`src/rtl/alu_ctrl_pkg.sv`:
```
// Shared ALU op encoding and the multiply sequencer FSM state encoding.
package alu_ctrl_pkg;

    // 4-bit ALU op codes shared by the decoder, the ALU and the sequencer
    localparam logic [3:0] ALU_AND  = 4'd0;
    localparam logic [3:0] ALU_OR   = 4'd1;
    localparam logic [3:0] ALU_LW   = 4'd2;
    localparam logic [3:0] ALU_SW   = 4'd3;
    localparam logic [3:0] ALU_ADDU = 4'd4;
    localparam logic [3:0] ALU_SUBU = 4'd5;
    localparam logic [3:0] ALU_SLT  = 4'd6;
    localparam logic [3:0] ALU_BLEZ = 4'd7;
    localparam logic [3:0] ALU_SRA  = 4'd8;
    localparam logic [3:0] ALU_SRAV = 4'd9;
    localparam logic [3:0] ALU_LUI  = 4'd10;
    localparam logic [3:0] ALU_SLTU = 4'd11;
    localparam logic [3:0] ALU_SLL  = 4'd12;
    localparam logic [3:0] ALU_SMUL = 4'd13;
    localparam logic [3:0] ALU_BGTZ = 4'd14;

    // Multiply sequencer states
    typedef enum logic [1:0] {
        ST_IDLE = 2'd0,
        ST_RUN  = 2'd1,
        ST_DONE = 2'd2
    } seq_state_t;

endpackage

```
`src/rtl/alu_mul_sequencer_if.sv`:
```
// Bundle of the CPU-side, multiply-handshake and ALU-side signals around the
// shared-ALU multiply sequencer.
interface alu_mul_sequencer_if #(
    parameter int WIDTH = 32
);
    // CPU ALU request path
    logic [3:0]       cpu_ctrl_i;
    logic [WIDTH-1:0] cpu_src1_i;
    logic [WIDTH-1:0] cpu_src2_i;
    logic [WIDTH-1:0] cpu_result_o;
    logic             cpu_stall_o;

    // Multiply request handshake
    logic             mul_valid_i;
    logic             mul_ready_o;
    logic             mul_done_o;
    logic [WIDTH-1:0] mul_result_o;

    // Shared ALU connection
    logic [3:0]       alu_ctrl_o;
    logic [WIDTH-1:0] alu_src1_o;
    logic [WIDTH-1:0] alu_src2_o;
    logic [WIDTH-1:0] alu_result_i;

    // Requester side (CPU / decoder)
    modport master (
        output cpu_ctrl_i, cpu_src1_i, cpu_src2_i, mul_valid_i,
        input  cpu_result_o, cpu_stall_o, mul_ready_o, mul_done_o, mul_result_o
    );

    // Sequencer side
    modport slave (
        input  cpu_ctrl_i, cpu_src1_i, cpu_src2_i, mul_valid_i, alu_result_i,
        output cpu_result_o, cpu_stall_o, mul_ready_o, mul_done_o, mul_result_o,
        output alu_ctrl_o, alu_src1_o, alu_src2_o
    );

    // The shared ALU itself
    modport alu (
        input  alu_ctrl_o, alu_src1_o, alu_src2_o,
        output alu_result_i
    );

endinterface

```
`src/rtl/mul_seq_datapath.sv`:
```
// Shift-add multiply registers: partial product P, shifted multiplicand M,
// remaining multiplier Q and iteration counter, plus the loop exit test.
// The addition itself is done by the external ALU (P + M on the ADDU path).
module mul_seq_datapath #(
    parameter int WIDTH      = 32,
    parameter bit EARLY_EXIT = 1'b1
) (
    input  logic             i_clk,
    input  logic             i_rst,
    input  logic             i_load,
    input  logic             i_step,
    input  logic [WIDTH-1:0] i_src1,
    input  logic [WIDTH-1:0] i_src2,
    input  logic [WIDTH-1:0] i_alu_result,
    output logic [WIDTH-1:0] o_p,
    output logic [WIDTH-1:0] o_m,
    output logic [WIDTH-1:0] o_p_next,
    output logic             o_last
);

    localparam int              CNT_W    = $clog2(WIDTH) + 1;
    localparam logic [CNT_W-1:0] LAST_CNT = CNT_W'(WIDTH - 1);

    logic [WIDTH-1:0] r_p;
    logic [WIDTH-1:0] r_m;
    logic [WIDTH-1:0] r_q;
    logic [CNT_W-1:0] r_cnt;

    logic [WIDTH-1:0] w_q_shift;
    logic             w_q_empty;
    logic             w_cnt_last;

    assign w_q_shift  = r_q >> 1;
    assign w_q_empty  = (w_q_shift == '0);
    assign w_cnt_last = (r_cnt == LAST_CNT);

    // Stop after the last real iteration, or once no multiplier bits remain
    assign o_last   = w_cnt_last || (EARLY_EXIT && w_q_empty);
    // Partial product after this iteration; the ALU supplies P + M
    assign o_p_next = r_q[0] ? i_alu_result : r_p;

    assign o_p = r_p;
    assign o_m = r_m;

    // Load operands on accept, then one shift-add iteration per RUN cycle
    always_ff @(posedge i_clk or posedge i_rst) begin
        if (i_rst) begin
            r_p   <= '0;
            r_m   <= '0;
            r_q   <= '0;
            r_cnt <= '0;
        end else if (i_load) begin
            r_p   <= '0;
            r_m   <= i_src1;
            r_q   <= i_src2;
            r_cnt <= '0;
        end else if (i_step) begin
            r_p   <= o_p_next;
            r_m   <= r_m << 1;
            r_q   <= w_q_shift;
            r_cnt <= r_cnt + CNT_W'(1);
        end
    end

endmodule

```
`src/rtl/alu_mul_sequencer.sv`:
```
// Owner of the shared ALU: passes single-cycle CPU ops straight through and,
// on a multiply request, borrows the ALU's ADDU path for an iterative
// shift-add multiply while holding the CPU pipeline.
module alu_mul_sequencer
    import alu_ctrl_pkg::*;
#(
    parameter int WIDTH      = 32,
    parameter bit EARLY_EXIT = 1'b1
) (
    input  logic               clk_i,
    input  logic               rst_i,
    alu_mul_sequencer_if.slave bus
);

    seq_state_t       r_state;
    seq_state_t       w_next_state;
    logic             w_accept;
    logic             w_step;
    logic             w_last;
    logic [WIDTH-1:0] w_p;
    logic [WIDTH-1:0] w_m;
    logic [WIDTH-1:0] w_p_next;
    logic [WIDTH-1:0] r_mul_result;

    // Ready is high exactly in IDLE, so valid alone qualifies the accept there
    assign w_accept = (r_state == ST_IDLE) && bus.mul_valid_i;
    assign w_step   = (r_state == ST_RUN);

    mul_seq_datapath #(
        .WIDTH      (WIDTH),
        .EARLY_EXIT (EARLY_EXIT)
    ) u_datapath (
        .i_clk        (clk_i),
        .i_rst        (rst_i),
        .i_load       (w_accept),
        .i_step       (w_step),
        .i_src1       (bus.cpu_src1_i),
        .i_src2       (bus.cpu_src2_i),
        .i_alu_result (bus.alu_result_i),
        .o_p          (w_p),
        .o_m          (w_m),
        .o_p_next     (w_p_next),
        .o_last       (w_last)
    );

    // State register
    always_ff @(posedge clk_i or posedge rst_i) begin
        if (rst_i) begin
            r_state <= ST_IDLE;
        end else begin
            r_state <= w_next_state;
        end
    end

    // Next-state logic: IDLE -> RUN on accept, RUN -> DONE on exit, DONE -> IDLE
    always_comb begin
        w_next_state = r_state;
        case (r_state)
            ST_IDLE: if (w_accept) w_next_state = ST_RUN;
            ST_RUN:  if (w_last)   w_next_state = ST_DONE;
            ST_DONE: w_next_state = ST_IDLE;
            default: w_next_state = ST_IDLE;
        endcase
    end

    // ALU input mux, stall and handshake outputs per state
    always_comb begin
        bus.alu_ctrl_o  = bus.cpu_ctrl_i;
        bus.alu_src1_o  = bus.cpu_src1_i;
        bus.alu_src2_o  = bus.cpu_src2_i;
        bus.cpu_stall_o = 1'b0;
        bus.mul_ready_o = 1'b0;
        bus.mul_done_o  = 1'b0;
        case (r_state)
            ST_IDLE: begin
                bus.mul_ready_o = 1'b1;
                bus.cpu_stall_o = bus.mul_valid_i;
            end
            ST_RUN: begin
                bus.alu_ctrl_o  = ALU_ADDU;
                bus.alu_src1_o  = w_p;
                bus.alu_src2_o  = w_m;
                bus.cpu_stall_o = 1'b1;
            end
            ST_DONE: begin
                bus.mul_done_o = 1'b1;
            end
            default: begin
                bus.mul_ready_o = 1'b1;
            end
        endcase
    end

    // Capture the final partial product on the last RUN edge so it is valid
    // alongside the done pulse and held until the next multiply completes
    always_ff @(posedge clk_i or posedge rst_i) begin
        if (rst_i) begin
            r_mul_result <= '0;
        end else if (w_step && w_last) begin
            r_mul_result <= w_p_next;
        end
    end

    assign bus.mul_result_o = r_mul_result;
    assign bus.cpu_result_o = bus.alu_result_i;

endmodule
```
`src/flat_wrapper.sv`:
```
// flat-port wrapper written by rule: the top's interface ports become plain ports
module alu_mul_sequencer_flat import alu_ctrl_pkg::*;
#(
    parameter int WIDTH      = 32,
    parameter bit EARLY_EXIT = 1'b1
)
  (clk_i, rst_i, bus_cpu_ctrl_i, bus_cpu_src1_i, bus_cpu_src2_i, bus_mul_valid_i, bus_alu_result_i, bus_cpu_result_o, bus_cpu_stall_o, bus_mul_ready_o, bus_mul_done_o, bus_mul_result_o, bus_alu_ctrl_o, bus_alu_src1_o, bus_alu_src2_o);
  alu_mul_sequencer_if #(.WIDTH(WIDTH)) bus_i ();
  input  logic clk_i;
  input  logic rst_i;
  input wire logic [$bits(bus_i.cpu_ctrl_i)-1:0] bus_cpu_ctrl_i;
  input wire logic [$bits(bus_i.cpu_src1_i)-1:0] bus_cpu_src1_i;
  input wire logic [$bits(bus_i.cpu_src2_i)-1:0] bus_cpu_src2_i;
  input wire logic [$bits(bus_i.mul_valid_i)-1:0] bus_mul_valid_i;
  input wire logic [$bits(bus_i.alu_result_i)-1:0] bus_alu_result_i;
  output wire logic [$bits(bus_i.cpu_result_o)-1:0] bus_cpu_result_o;
  output wire logic [$bits(bus_i.cpu_stall_o)-1:0] bus_cpu_stall_o;
  output wire logic [$bits(bus_i.mul_ready_o)-1:0] bus_mul_ready_o;
  output wire logic [$bits(bus_i.mul_done_o)-1:0] bus_mul_done_o;
  output wire logic [$bits(bus_i.mul_result_o)-1:0] bus_mul_result_o;
  output wire logic [$bits(bus_i.alu_ctrl_o)-1:0] bus_alu_ctrl_o;
  output wire logic [$bits(bus_i.alu_src1_o)-1:0] bus_alu_src1_o;
  output wire logic [$bits(bus_i.alu_src2_o)-1:0] bus_alu_src2_o;
  assign bus_i.cpu_ctrl_i = bus_cpu_ctrl_i;
  assign bus_i.cpu_src1_i = bus_cpu_src1_i;
  assign bus_i.cpu_src2_i = bus_cpu_src2_i;
  assign bus_i.mul_valid_i = bus_mul_valid_i;
  assign bus_i.alu_result_i = bus_alu_result_i;
  assign bus_cpu_result_o = bus_i.cpu_result_o;
  assign bus_cpu_stall_o = bus_i.cpu_stall_o;
  assign bus_mul_ready_o = bus_i.mul_ready_o;
  assign bus_mul_done_o = bus_i.mul_done_o;
  assign bus_mul_result_o = bus_i.mul_result_o;
  assign bus_alu_ctrl_o = bus_i.alu_ctrl_o;
  assign bus_alu_src1_o = bus_i.alu_src1_o;
  assign bus_alu_src2_o = bus_i.alu_src2_o;
  alu_mul_sequencer #(.WIDTH(WIDTH), .EARLY_EXIT(EARLY_EXIT)) u_core (.clk_i(clk_i), .rst_i(rst_i), .bus(bus_i));
endmodule
```
`config.mk`:
```
export PLATFORM = sky130hd
export DESIGN_NAME = alu_mul_sequencer_flat
export DESIGN_NICKNAME = d
export VERILOG_FILES = /design/src/rtl/alu_ctrl_pkg.sv /design/src/rtl/alu_mul_sequencer_if.sv /design/src/rtl/mul_seq_datapath.sv /design/src/rtl/alu_mul_sequencer.sv /design/src/flat_wrapper.sv
export SDC_FILE = /design/constraint.sdc
export NUM_CORES = 1
export LEC_CHECK = 0
export ABC_AREA = 1
export CELL_PAD_IN_SITES_DETAIL_PLACEMENT = 0
export CELL_PAD_IN_SITES_GLOBAL_PLACEMENT = 1
export CORE_MARGIN = 8
export CORE_UTILIZATION = 33
export DETAILED_ROUTE_END_ITERATION = 16
export PLACE_DENSITY_LB_ADDON = 0.25
export SYNTH_ARGS = -nofsm -noshare
export SYNTH_HDL_FRONTEND = slang
export SYNTH_SLANG_ARGS = --single-unit
```
`constraint.sdc`:
```
create_clock -name clk_i -period 5.75 [get_ports clk_i]
set_clock_uncertainty 0.05 [all_clocks]
set_input_delay 0.575 -clock clk_i [delete_from_list [all_inputs] [get_ports clk_i]]
set_output_delay 0.575 -clock clk_i [all_outputs]
set_load 0.05 [all_outputs]
```
==> impl_metrics.tcl, run 1 <==
set metrics [dict create \
    hpwl_mm 17.0 \
    peakVddDrop_mv 0.254 \
    rsz0062_at_grt "no" \
    finalCritPeriodShare_pct 69.4 \
    cts_hold_buffers 0 \
    period_minus_slack_ns 3.99 \
    htree_levels 4 \
    drc_errors 0 \
    crit_path_start_kind "flip-flop" \
    hp-class "reg2reg" \
    synth.avg_cell_area_sq_um 7.53 \
    path_clk_slew_ns 0.07 \
    nets 1230 \
    row_count 54 \
    vias 6684 \
    routedWlPerCell_um 16.8 \
    outcome "finished clean" \
    post_dp_cell_area_sq_mm 0.00946 \
    synth_fp_nets 1059 \
    drive_gt1_share_pct 5.11 \
    power_density_mw_per_mm2 579 \
    area_growth_pct 41.3 \
    fp.dieW_um 163 \
    maxSlewViolCount 0 \
    required_ns 5.12 \
    cts_inserted_buffers 17 \
    yosysWarnings 0 \
    yosysSeqAreaShare_pct 47.5 \
    via_per_inst 4.72 \
    gp_congestion 0.784 \
    grt_start_max_net_pins 92 \
    instances_no_fill 1415 \
    firstDrtPassIters 5 \
    clock_path_buffers 2 \
    die_h_um 163 \
    netlist_area_sq_mm 0.00716 \
    cts-root-buf "clkbuf_16" \
    critPathCaptureType "output port" \
    power_mw 5.86 \
    arrival_ns 3.36 \
    dr.first_iter.drc_count 366 \
    synthCells 951 \
    grt_pass1_vias 6560 \
    cts_num_sinks 136 \
    final.fill_count 2185 \
    initial_core_util_pct 33.2 \
    insertion_delay_ns 0.42 \
    critPathMaxFanout 48 \
    grt_first_pass_wirelength_mm 37.1 \
    grt.total_usage_pct 17.7 \
    synth.distinct_cells 21 \
    wirelength_mm 23.7 \
    tns_ns 0 \
    port_buffers 237 \
    maxCapViolations 0 \
    fmax_mhz 251 \
    leakage_nw 4.60 \
    slew_headroom_pct 44.2 \
    worst-slew-pin-transition_ns 0.837 \
    dieArea_sq_mm 0.0267 \
    cts_tree "built" \
    antennaDiodeCount 0 \
    gr-total-overflow 0 \
    hold_violations 0 \
    post_cts_resized 0 \
    synth_seq_cells 136 \
    io_pins 238 \
    ant_nets 0 \
    design_area_sq_mm 0.0101 \
    cts_setup_buffers 0 \
    dp_cells 1383 \
    setup_viol 0 \
    crit_type "reg2out" \
    antenna_found_initial 0 \
    floorplan.core_area_sq_mm 0.0216 \
]
-- path summary, 6_finish.rpt --
kind	from	end	slack, ns	cells past startpoint
setup reg to reg	u_core.r_state[1]$_DFFE_PP0P_	u_core.u_datapath.r_q[9]$_DFFE_PP0P_	2.41	8
hold / removal	u_core.bus.mul_result_o[14]$_DFFE_PP0P_	u_core.bus.mul_result_o[14]$_DFFE_PP0P_	0.42	2
setup / recovery	u_core.r_state[1]$_DFFE_PP0P_	bus_alu_src1_o[5]	1.76	6
max in group asynchronous	rst_i	u_core.u_datapath.o_p[19]$_DFFE_PP0P_	3.88	3
hold reg to reg	u_core.bus.mul_result_o[14]$_DFFE_PP0P_	u_core.bus.mul_result_o[14]$_DFFE_PP0P_	0.42	2
min in group asynchronous	rst_i	u_core.bus.mul_result_o[25]$_DFFE_PP0P_	0.61	2
-- cells in the final DEF (no fill, tap or decap), types with 4 or more instances in the layout --
cell / synthesis / final
buf_4: 34 / 8
bufinv_16: 0 / 5
clkbuf_16: 0 / 17
clkdlybuf4s50_1: 0 / 237
dfrtp_1: 136 / 135
ha_1: 5 / 4
inv_1: 106 / 104
inv_2: 9 / 9
inv_6: 0 / 4
nand2_1: 308 / 306
nand3_1: 67 / 67
nor2_1: 18 / 17
o21ai_0: 164 / 164
o221ai_1: 31 / 31
o22ai_1: 6 / 6
-- power by group --
group	internal [mW]	leakage [nW]	switching, mW
registers	1.31	1.59	0.164
clock network	0.788	0.315	0.437
logic	0.934	2.69	2.23
-- critical path, cell delays in order, from the launching register on --
cell,delay [ns]
dfrtp_1,0.40
inv_1,0.13
ha_4,0.49
clkinv_2,0.41
buf_4,0.41
o21ai_0,0.24
clkdlybuf4s50_1,0.84
-- metrics by stage --
stage	utilization, %	hold WS [ns]	worst slack, ns
finish	46.9	0.416	1.76
global route	46.9	0.433	1.51
CTS	46.9	0.423	1.72
detailed placement	43.9	0.408	2.18
floorplan	-	0.409	1.49
global placement	43.9	0.403	2.21
-- per-layer routing --
layer | global-route usage, % | vias up | part of all wire [%]
li1 | - | 3375 | -
met3 | 4.31 | 11 | 6.6
met1 | 24.4 | 3101 | 47
met5 | 0 | - | 0
met4 | 4.09 | 0 | 0.80
met2 | 27.5 | 197 | 45
-- Yosys cell counts (all sizes together) --
cell type | instances | area share (%)
o21ai | 164 | 11
o22ai | 6 | 0.52
clkbuf | 32 | 1.7
nor4 | 1 | 0.087
o221ai | 31 | 3.8
nand2 | 310 | 16
nor2 | 18 | 0.94
a21oi | 3 | 0.21
or2 | 1 | 0.087
nand3 | 67 | 4.7
nor3 | 1 | 0.070
buf | 61 | 5.6
ha | 5 | 0.87
inv | 115 | 6.0
dfrtp | 136 | 48
-- sequential cells by signal (all words and copies together) (netlist names) --
name / count
u_core.bus.mul_result_o: 32
u_core.r_state: 2
u_core.u_datapath.r_q: 32
u_core.u_datapath.o_m: 32
u_core.u_datapath.o_p: 32
u_core.u_datapath.r_cnt: 6
-- cell families (layout without fill, tap and decap cells) --
family          Yosys count  after routing  synth area share, %
fa+ha+maj                 5              5                0.874
compound gates          204            204                 16.0
simple gates            398            398                 22.3
buf+inv                 208            392                 13.3
flops                   136            136                 47.5
-- layout make-up --
class / count / area [sq um] / share of cell area (%)
flip-flops and latches: 136 / 3400 / 33.7
clock inverters: 13 / 218 / 2.15
clock buffers: 19 / 443 / 4.38
inverters: 115 / 438 / 4.33
repair buffers: 245 / 2430 / 24.0
multi-input cells: 607 / 2830 / 28.0
well taps: 280 / 350 / 3.46
Power figures use the tool's default switching activity.
==> run 2: changes to the inputs <==
==> constraint.sdc (replaced) <==
create_clock -name clk_i -period 4.1 [get_ports clk_i]
set_clock_uncertainty 0.05 [all_clocks]
set_input_delay 0.41 -clock clk_i [delete_from_list [all_inputs] [get_ports clk_i]]
set_output_delay 0.41 -clock clk_i [all_outputs]
set_load 0.05 [all_outputs]
==> impl_metrics.tcl, run 2 (synthesis gave the netlist of run 1 again) <==
set metrics [dict create \
    drc_errors 0 \
    nets 1230 \
    power_density_mw_per_mm2 809 \
    hold_violations 0 \
    via_per_inst 4.74 \
    routedWlPerCell_um 16.5 \
    vias 6710 \
    tns_ns 0 \
    drive_gt1_share_pct 7.05 \
    path_clk_slew_ns 0.06 \
    layout_commonest_cell "nand2_1" \
    clock_path_buffers 2 \
    cp_top_family "buffers and inverters" \
    fp.dieW_um 163 \
    gr-total-overflow 0 \
    antenna_found_initial 1 \
    peakVddDrop_mv 0.396 \
    met1_length_mm 11.0 \
    crit_chain "inv_1 -> ha_4 -> buf_4 -> nand2_1 -> o21ai_0 -> clkdlybuf4s50_1" \
    wl_met3_mm 1.74 \
    cts_num_sinks 136 \
    post_cts_resized 0 \
    die_h_um 163 \
    design_area_sq_mm 0.0101 \
    slowest_stage "clkdlybuf4s50_1" \
    cts-root-buf "clkbuf_16" \
    post_dp_cell_area_sq_mm 0.00943 \
    floorplan.core_area_sq_mm 0.0216 \
    p_int_mw 4.22 \
    fmax_mhz 271 \
    rsz0062_at_grt "no" \
    grt.total_usage_pct 17.4 \
    port_buffers 237 \
    row_count 54 \
    gp_congestion 0.783 \
    outcome "finished clean" \
    pwr-share-clk_pct 20.6 \
    crit_type "reg2out" \
    critPathCaptureType "output port" \
    slowest_delay_ns 0.86 \
    layout_common_cells "nand2_1, clkdlybuf4s50_1, o21ai_0, dfrtp_1, inv_1" \
    top_layer_used "met4" \
    switching_share_pct 48.2 \
    grt_pass1_vias 6477 \
    hpwl_mm 17.1 \
    seqPwrFrac_pct 26.1 \
    cp.buffers_inverters 3 \
    cts_setup_buffers 0 \
    cts_tree "built" \
    hp-class "reg2reg" \
    initial_core_util_pct 33.2 \
    maxSlewViolCount 0 \
    io_pins 238 \
    setup_viol 0 \
    worst-slew-pin-transition_ns 0.997 \
    ant_nets 0 \
    cts_inserted_buffers 17 \
    grt_start_max_net_pins 93 \
    firstDrtPassIters 4 \
    crit_path_start_kind "flip-flop" \
    dieArea_sq_mm 0.0267 \
    switching_power_mw 3.93 \
    grt_first_pass_wirelength_mm 36.5 \
    leakage_nw 4.63 \
    required_ns 3.64 \
    maxCapViolations 0 \
    finalCritPeriodShare_pct 90.1 \
    dr.first_iter.drc_count 368 \
    critPathMaxFanout 77 \
    wl_met2_mm 10.3 \
    htree_levels 4 \
    cts_hold_buffers 0 \
    r2r_setup_slack_ns 0.91 \
    comb_power_share_pct 53.3 \
    area_growth_pct 40.7 \
    insertion_delay_ns 0.41 \
    period_minus_slack_ns 3.69 \
    arrival_ns 3.23 \
    slew_headroom_pct 33.5 \
    wirelength_mm 23.3 \
]
==> run 2: metrics by stage <==
stage | std cells | total power [mW] | setup WS, ns | hold slack [ns] | utilization [%]
global placement | 1383 | 6.50 | 0.838 | 0.403 | 43.7
global route | 1415 | 8.72 | 0.173 | 0.437 | 46.7
CTS | 1414 | 8.25 | 0.327 | 0.423 | 46.7
floorplan | 951 | 5.12 | 0.000541 | 0.409 | -
detailed placement | 1383 | 6.53 | 0.787 | 0.407 | 43.7
finish | 1415 | 8.15 | 0.406 | 0.417 | 46.7
==> run 2: power by group through the flow <==
stage               logic (mW)  clock network (mW)  registers (mW)
detailed placement        4.39                   0            2.14
global route              4.75                1.78            2.20
CTS                       4.40                1.72            2.13
global placement          4.36                   0            2.14
floorplan                 3.10                   0            2.02
finish                    4.34                1.68            2.13
==> run 2: worst min-delay path: stages, from the launching register on <==
cell     delay (ns)
dfrtp_1        0.34
nand2_1        0.05
nand2_1        0.04
==> run 2: path summary, 6_finish.rpt <==
| path | startpoint | end | cells past startpoint |
|---|---|---|---|
| max reg2reg | u_core.r_state[1]$_DFFE_PP0P_ | u_core.u_datapath.o_p[6]$_DFFE_PP0P_ | 8 |
| max in group asynchronous | rst_i | u_core.bus.mul_result_o[19]$_DFFE_PP0P_ | 3 |
| min reg2reg | u_core.bus.mul_result_o[31]$_DFFE_PP0P_ | u_core.bus.mul_result_o[31]$_DFFE_PP0P_ | 2 |
| max | u_core.r_state[1]$_DFFE_PP0P_ | bus_alu_src2_o[8] | 6 |
| min in group asynchronous | rst_i | u_core.bus.mul_result_o[29]$_DFFE_PP0P_ | 2 |
| min | u_core.bus.mul_result_o[31]$_DFFE_PP0P_ | u_core.bus.mul_result_o[31]$_DFFE_PP0P_ | 2 |
==> run 2: area by class of cell <==
cell class / instances / area, sq um
sequential: 136 / 3400
clock buffer: 18 / 439
clock inverter: 13 / 203
antenna: 1 / 2.50
multi-input combinational: 607 / 2830
inverter: 115 / 438
tap: 280 / 350
timing repair buffer: 245 / 2400
fill: 2160 / 11500
==> run 2: routing by layer <==
layer  track usage, %  vias to the layer above
met4             4.30                        0
met5                0                        -
met1             24.4                     3108
met3             4.49                       13
met2             26.4                      209
li1                 -                     3380
